$ cat src/rtl/unary_operand_feeder_if.sv
// Operand handshake and unary stream bundle between the operand source, the feeder and the unary adder.
interface unary_operand_feeder_if #(
    parameter int unsigned WIDTH = 10
);
    logic             start;
    logic [WIDTH-1:0] op_a;
    logic [WIDTH-1:0] op_b;
    logic             ready;
    logic             a_out;
    logic             b_out;
    logic             en_out;
    logic             read_or_write_out;
    logic             done;

    modport master (
        output start, op_a, op_b,
        input  ready, a_out, b_out, en_out, read_or_write_out, done
    );

    modport slave (
        input  start, op_a, op_b,
        output ready, a_out, b_out, en_out, read_or_write_out, done
    );
endinterface

$ cat src/rtl/unary_operand_feeder.sv
// Converts two binary operands into parallel unary pulse trains for the unary adder, then opens a read window.
// Optional UNARY_FEEDER_ABORT_EN adds an abort input that cancels a transaction in EMIT or READ.
module unary_operand_feeder #(
    parameter int unsigned WIDTH       = 10,
    parameter int unsigned READ_CYCLES = 20
) (
    input  logic                 clk,
    input  logic                 rst,
`ifdef UNARY_FEEDER_ABORT_EN
    input  logic                 abort,
`endif
    unary_operand_feeder_if.slave bus
);
    localparam int unsigned CW = 16;

    typedef enum logic [1:0] {IDLE, EMIT, READ, FIN} state_t;

    state_t           state, state_d;
    logic [WIDTH-1:0] ra, ra_d;
    logic [WIDTH-1:0] rb, rb_d;
    logic             phase, phase_d;   // 0 = high slot, 1 = low slot
    logic [CW-1:0]    rcnt, rcnt_d;

    logic ready_q, a_q, b_q, en_q, rw_q, done_q;
    logic ready_d, a_d, b_d, en_d, rw_d, done_d;
    logic abort_c;

`ifdef UNARY_FEEDER_ABORT_EN
    assign abort_c = abort;
`else
    assign abort_c = 1'b0;
`endif

    // State, counters and registered outputs
    always_ff @(posedge clk or posedge rst) begin
        if (rst) begin
            state   <= IDLE;
            ra      <= '0;
            rb      <= '0;
            phase   <= 1'b0;
            rcnt    <= '0;
            ready_q <= 1'b1;
            a_q     <= 1'b0;
            b_q     <= 1'b0;
            en_q    <= 1'b0;
            rw_q    <= 1'b0;
            done_q  <= 1'b0;
        end else begin
            state   <= state_d;
            ra      <= ra_d;
            rb      <= rb_d;
            phase   <= phase_d;
            rcnt    <= rcnt_d;
            ready_q <= ready_d;
            a_q     <= a_d;
            b_q     <= b_d;
            en_q    <= en_d;
            rw_q    <= rw_d;
            done_q  <= done_d;
        end
    end

    // Next state; outputs are derived from the next state so they appear registered
    always_comb begin
        state_d = state;
        ra_d    = ra;
        rb_d    = rb;
        phase_d = phase;
        rcnt_d  = rcnt;

        case (state)
            IDLE: begin
                if (bus.start) begin
                    ra_d    = bus.op_a;
                    rb_d    = bus.op_b;
                    phase_d = 1'b0;
                    if ((bus.op_a == '0) && (bus.op_b == '0)) begin
                        state_d = READ;
                        rcnt_d  = CW'(READ_CYCLES - 1);
                    end else begin
                        state_d = EMIT;
                    end
                end
            end
            EMIT: begin
                if (!phase) begin
                    phase_d = 1'b1;
                end else begin
                    // Low slot closes one unit on each stream still owing pulses
                    phase_d = 1'b0;
                    ra_d    = ra - WIDTH'(ra != '0);
                    rb_d    = rb - WIDTH'(rb != '0);
                    if ((ra_d == '0) && (rb_d == '0)) begin
                        state_d = READ;
                        rcnt_d  = CW'(READ_CYCLES - 1);
                    end
                end
            end
            READ: begin
                if (rcnt == '0) begin
                    state_d = FIN;
                end else begin
                    rcnt_d = rcnt - CW'(1);
                end
            end
            FIN: begin
                state_d = IDLE;
            end
            default: begin
                state_d = IDLE;
            end
        endcase

        if (abort_c && ((state == EMIT) || (state == READ))) begin
            state_d = IDLE;
            ra_d    = '0;
            rb_d    = '0;
            phase_d = 1'b0;
            rcnt_d  = '0;
        end

        ready_d = (state_d == IDLE);
        en_d    = (state_d == EMIT) || (state_d == READ);
        rw_d    = (state_d == READ);
        done_d  = (state_d == FIN);
        a_d     = (state_d == EMIT) && !phase_d && (ra_d != '0);
        b_d     = (state_d == EMIT) && !phase_d && (rb_d != '0);
    end

    assign bus.ready             = ready_q;
    assign bus.a_out             = a_q;
    assign bus.b_out             = b_q;
    assign bus.en_out            = en_q;
    assign bus.read_or_write_out = rw_q;
    assign bus.done              = done_q;
endmodule

$ cat src/flat_wrapper.sv
// flat-port wrapper written by rule: the top's interface ports become plain ports
module unary_operand_feeder_flat 
#(
    parameter int unsigned WIDTH       = 10,
    parameter int unsigned READ_CYCLES = 20
)
  (clk, rst, bus_start, bus_op_a, bus_op_b, bus_ready, bus_a_out, bus_b_out, bus_en_out, bus_read_or_write_out, bus_done);
  unary_operand_feeder_if #(.WIDTH(WIDTH)) bus_i ();
  input  logic clk;
  input  logic rst;
  input wire logic [$bits(bus_i.start)-1:0] bus_start;
  input wire logic [$bits(bus_i.op_a)-1:0] bus_op_a;
  input wire logic [$bits(bus_i.op_b)-1:0] bus_op_b;
  output wire logic [$bits(bus_i.ready)-1:0] bus_ready;
  output wire logic [$bits(bus_i.a_out)-1:0] bus_a_out;
  output wire logic [$bits(bus_i.b_out)-1:0] bus_b_out;
  output wire logic [$bits(bus_i.en_out)-1:0] bus_en_out;
  output wire logic [$bits(bus_i.read_or_write_out)-1:0] bus_read_or_write_out;
  output wire logic [$bits(bus_i.done)-1:0] bus_done;
  assign bus_i.start = bus_start;
  assign bus_i.op_a = bus_op_a;
  assign bus_i.op_b = bus_op_b;
  assign bus_ready = bus_i.ready;
  assign bus_a_out = bus_i.a_out;
  assign bus_b_out = bus_i.b_out;
  assign bus_en_out = bus_i.en_out;
  assign bus_read_or_write_out = bus_i.read_or_write_out;
  assign bus_done = bus_i.done;
  unary_operand_feeder #(.WIDTH(WIDTH), .READ_CYCLES(READ_CYCLES)) u_core (.clk(clk), .rst(rst), .bus(bus_i));
endmodule
$ cat config.mk
export PLATFORM = sky130hd
export DESIGN_NAME = unary_operand_feeder_flat
export DESIGN_NICKNAME = d
export VERILOG_FILES = /design/src/rtl/unary_operand_feeder_if.sv /design/src/rtl/unary_operand_feeder.sv /design/src/flat_wrapper.sv
export SDC_FILE = /design/constraint.sdc
export NUM_CORES = 1
export LEC_CHECK = 0
export CORE_UTILIZATION = 40
export DETAILED_ROUTE_END_ITERATION = 8
export SYNTH_ARGS = -nofsm -noshare
export SYNTH_HDL_FRONTEND = slang
export SYNTH_SLANG_ARGS = --single-unit
$ cat constraint.sdc
create_clock -name clk -period 8.2 [get_ports clk]
set_input_delay 1.64 -clock clk [delete_from_list [all_inputs] [get_ports clk]]
set_output_delay 1.64 -clock clk [all_outputs]
set_load 0.02 [all_outputs]
# After elaboration in Yosys (flattened, before gate mapping)
# Cells that the tools add are included.
[totals]
regBits = 45
input_bits = 23
out_inout_bits = 6
word_cells = 66
[op_classes]
add_sub_neg = 3
eq_ne = 11
n_mux = 21
n_reduce_logical = 20
[op_table]
columns = ["op", "count"]
rows = [
  ["$mux 16", 5],
  ["$pmux 16 s3", 1],
  ["$logic_not 10->1", 4],
  ["$mux 10", 4],
  ["$pmux 10 s2", 2],
  ["$reduce_bool 10->1", 4],
  ["$sub 10x1->10", 2],
  ["$logic_not 16->1", 1],
  ["$sub 16x1->16 const B", 1],
  ["$mux 2", 5],
  ["$eq 2x2->1 const B", 4],
  ["$pmux 2 s4", 1],
  ["$ne 2x1->1 const B", 3],
  ["$reduce_and 6->1", 1],
  ["$logic_and 1x1->1", 5],
  ["$eq 2x1->1 const B", 2],
  ["$logic_not 2->1", 2],
  ["$ne 2x2->1 const B", 2],
  ["$reduce_bool 3->1", 1],
  ["$mux 1", 2],
  ["$pmux 1 s2", 1],
  ["$logic_not 1->1", 1],
  ["$logic_or 1x1->1", 1],
]

# Logic depth before layout (Yosys ltp)
[depth]
word_depth = 10
ltp_mapped = 16
ltp_nobuf = 15

# Least setup slack after synthesis
# No wires, ideal clock.
[synth_path]
path_type = "reg2reg"
startpoint = "register u_core.ra[5]"
endpoint = "register u_core.rcnt[4]"
setup_ns = 0.126
arrival_time_ns = 3.587
t_required_ns = 8.074
setup_slack_ns = 4.487
path_stages_with_launch = 14
n_path_buf = 1
synth_period_minus_slack_ns = 3.713
path_cell_list = "dfrtp_1 buf_2 or4_1 nor3_1 nand2_1 ha_1 ha_1 nor4bb_1 nand4_1 or3_1 nor3_1 a21oi_4 or4_1 a221o_1"
[synth_between]
elab_chain_len = 6
[synth_rtl]
columns = ["element", "line", "text"]
rows = [
  ["start: declaration", "unary_operand_feeder.sv:19", "logic [WIDTH-1:0] ra, ra_d;"],
  ["start signal: assignment", "unary_operand_feeder.sv:50", "ra <= ra_d;"],
  ["$reduce_bool 10->1", "unary_operand_feeder.sv:91", "ra_d = ra - WIDTH'(ra != '0);"],
  ["$sub 10x1->10 *", "unary_operand_feeder.sv:91", ""],
  ["$logic_not 10->1 *", "unary_operand_feeder.sv:93", "if ((ra_d == '0) && (rb_d == '0)) begin"],
  ["$logic_and 1x1->1 *", "unary_operand_feeder.sv:93", ""],
  ["$ne 2x1->1 (no line) *", "n/a", ""],
  ["$reduce_and 6->1 (no line) *", "n/a", ""],
  ["end signal: assignment", "unary_operand_feeder.sv:53", "rcnt <= rcnt_d;"],
  ["end: declaration", "unary_operand_feeder.sv:22", "logic [CW-1:0] rcnt, rcnt_d;"],
]
# Every way passes the cells marked *; elsewhere a longest branch is shown, timed or not.
# A chain may end at the register's enable or synchronous reset.

# Worst setup path after layout
# Same ends and word-level chain as after synthesis.

==> metrics <==
routed wire length=8047 microns; die area=7861 sq um; GR Overflow Total=0; max frequency=236.6 MHz; setup TNS=0 ns; antenna diode count=0; ratio of cells with drive above 1 in the final layout=6.868%; post-cts gate resize count=0; CTS Buffer Depth=2; pre-CTS setup slack=3.858 ns; vias in the first global route=2573; DRC Markers=0; Post-synth ARST share=100.0%; first-pass GRT wire length=13140 microns; CTS tree=yes; switching power=425.5 uW; layout overhead on the synthesized area=14.83%; CP arrival=4.41 ns; slowest CP cell=or4_1; Crit path required time=8.39 ns; adder-cell share of the synthesized area=3.748%; post-DR vias/cell=5.970; antenna violations before repair=0; Num CTS Buffers=5; wire per inst=17.38 microns; P_int=552.6 uW; root buffer cell=clkbuf_8; part of the Yosys area used for sequential elements=37.53%; total track usage=22.14%; core area=7253 sq um; vias post-DR=2764; Yosys reg bits=45; met3 Use GR=3.638%; startpoint types=register; Max stage delay on crit path=0.64 ns; # Post-CTS Setup Buffers=0; CP endpoint kind=register; post-synthesis mux area share=1.333%; Tightest Pin Transition=0.9196 ns; Crit Path Category=register to register; dpl hpwl=5854 microns; max_slew headroom=38.60%; Worst-Skew Late Latency=0.30 ns; Synth cell types=62; Synth warnings=0; final worst path period share=51.53%; clock network power share=17.6%; DRT Pass-1 Iters=5; combinational fraction of design power=46.8%; compound-gate portion of the synthesized area=19.74%; clock skew=0.009584 ns; sw frac=43.50%; cts hold-fix bufs=0; Iter 0 DRT Violations=230; Syn Std Cell Area=3004 sq um; Worst Slack Setup Final=3.974 ns; largest net degree at the start of global routing=46; critical-path cell list=or4_1 > nor3_1 > nand2_1 > ha_1 > ha_1 > nor4bb_1 > nand4_1 > or3_1 > nor3_1 > a21oi_4 > or4_1 > a221o_1; Layout Nets=395; status=finished, final reports clean; CTS clock-pin slew for the worst setup and hold paths=0.09 ns; Detail Route Antenna Nets=0; Power Density=283.5 nW/um^2; RSZ-0062 raised after global routing=false; Peak VDD IR=0.1204 mV; Post-Synth XOR/XNOR Area=1.458%; Primary FF master, synth=dfrtp_1; syn_nets=375; Rows=31; Util after Layout=47.56%; Sequential Power Share=35.6%; Pleak=0.001418 uW; largest family of logic cells by synthesized area=simple AND/OR/NAND/NOR gates; class of the worst hold path=register to register; H-tree level count=2; met1 Resource Use GR=31.78%; Synth Area in Simple Gates=31.36%; max_cap viols=0; GR peak layer=met2; Chip Width=88.66 microns; Starting Density=41.42%; GP Congestion=0.8624; final setup violation count=0; clk sinks=45; IO Pins=29; Global Route met2 Usage=33.50%; Max Slew Vio Count=0; Avg Inst Size Synth=8.758 sq um; number of flops mapped to enable cells by yosys=0; crit-path max FO=28; endpoints failing hold=0; fin crit period=4.226 ns; Cells after Synth=343; height of the die=88.66 microns; IO Port Bufs=28
[final timing paths]
check | start | to | slack [ns] | cells past startpoint
worst max-delay path | u_core.ra[5]$_DFF_PP0_ | u_core.rcnt[4]$_DFFE_PP0P_ | 3.97 | 12
worst min-delay path | u_core.rcnt[0]$_DFFE_PP0P_ | u_core.rcnt[0]$_DFFE_PP0P_ | 0.51 | 1
worst max register to register | u_core.ra[5]$_DFF_PP0_ | u_core.rcnt[4]$_DFFE_PP0P_ | 3.97 | 12
worst min register to register | u_core.rcnt[0]$_DFFE_PP0P_ | u_core.rcnt[0]$_DFFE_PP0P_ | 0.51 | 1
max in group asynchronous | rst | u_core.ra[0]$_DFF_PP0_ | 5.76 | 2
min in group asynchronous | rst | u_core.ra[7]$_DFF_PP0_ | 1.86 | 2
[routing by layer]
layer / wire length, microns / up-vias / part of all wire, %
met2: 3592 / 83 / 45
met5: 0 / - / 0
met4: 195 / 0 / 2.4
met3: 372 / 19 / 4.6
met1: 3886 / 1338 / 48
li1: - / 1324 / -
[worst max-delay path: cells and delay by family (launching register included)]
| kind | cells | cell delay, ns |
|---|---|---|
| DFF | 1 | 0.49 |
| adders and majority gates | 2 | 0.58 |
| AOI/OAI and AO/OA | 2 | 0.54 |
| and+or+nand+nor | 8 | 2.49 |
[cell families (layout without fill, tap and decap cells)]
logic type,Yosys count,after routing
AOI/OAI and AO/OA,84,84
xor gates and xnor gates,5,5
adders and majority gates,9,9
buffers and inverters,32,53
DFF,45,45
muxes,4,4
and+or+nand+nor,164,164
[area by class of cell]
cell class | count | area, sq um
timing repair buffer | 31 | 302.8
multi-input combinational | 266 | 1732
fill | 734 | 3804
inverter | 14 | 52.55
clock inverter | 2 | 38.79
clock buffer | 6 | 72.57
tap | 99 | 123.9
sequential | 45 | 1127
[layout by cell type (no fill, tap or decap), types with 4 or more instances in the layout]
master | Yosys | final
dfrtp_1 | 44 | 44
nand2_1 | 30 | 30
nor2_1 | 29 | 29
clkdlybuf4s50_1 | 0 | 28
a21oi_1 | 27 | 27
o21ai_0 | 18 | 18
nor3_1 | 15 | 15
or3_1 | 14 | 14
nand3_1 | 13 | 13
inv_1 | 14 | 13
nor4_1 | 12 | 12
ha_1 | 9 | 9
or4_1 | 7 | 7
a221o_1 | 7 | 7
nand2b_1 | 5 | 5
nor2b_1 | 5 | 5
clkbuf_8 | 0 | 5
mux2i_1 | 4 | 4
nand3b_1 | 4 | 4
and3_1 | 4 | 4
o221ai_1 | 4 | 4
[metrics by stage]
stage               total power [uW]  cell area [sq um]  hold WS, ns  instances
global route                    1046               3450       0.5666        463
global placement               796.9               3338       0.4872        455
CTS                            976.7               3450       0.5244        463
finish                         978.0               3450       0.5130        463
floorplan                      684.7               3004       0.4663        343
detailed placement             800.5               3338       0.5121        455
[Yosys cell counts (all sizes together), types with 2 or more instances]
master | instances | area share (%)
xnor2 | 3 | 0.87
and3 | 4 | 0.83
a32oi | 2 | 0.58
o311ai | 2 | 0.58
a21oi | 29 | 5.3
inv | 14 | 1.7
o21ai | 20 | 3.8
o31ai | 3 | 0.75
a2bb2oi | 2 | 0.58
clkbuf | 10 | 1.2
nand3 | 13 | 2.2
dfrtp | 44 | 37
mux2i | 4 | 1.3
nand3b | 4 | 1.0
or4b | 3 | 1.0
or3b | 2 | 0.58
or4 | 8 | 2.1
nand4 | 4 | 1.3
o221ai | 4 | 1.2
a221o | 7 | 2.3
buf | 8 | 1.8
nor2b | 5 | 1.0
ha | 9 | 3.7
nand2 | 30 | 3.7
nand2b | 5 | 1.0
nor2 | 29 | 3.6
and2 | 2 | 0.42
nor4b | 4 | 1.4
a22oi | 2 | 0.50
or3 | 15 | 3.3
nor3 | 15 | 2.5
nor4 | 14 | 3.3
xor2 | 2 | 0.58
o22ai | 2 | 0.42
nor3b | 3 | 0.75
[registers in the layout, summed over array words and instances (netlist names)]
register and flops:
u_core.phase 1, u_core.bus.ready 1, u_core.rb 10, u_core.state 2, u_core.bus.read_or_write_out 1, u_core.bus.en_out 1, u_core.ra 10, u_core.bus.b_out 1
u_core.rcnt 16, u_core.bus.a_out 1, u_core.bus.done 1
[power by group through the flow]
stage	Clock, uW	Combinational [uW]	Sequential, uW
final	172	457	348
after global routing	185	503	358
after CTS	178	452	347
after detailed placement	0	449	351
after global placement	0	445	352
after floorplan	0	369	316
Power figures use the tool's default switching activity.
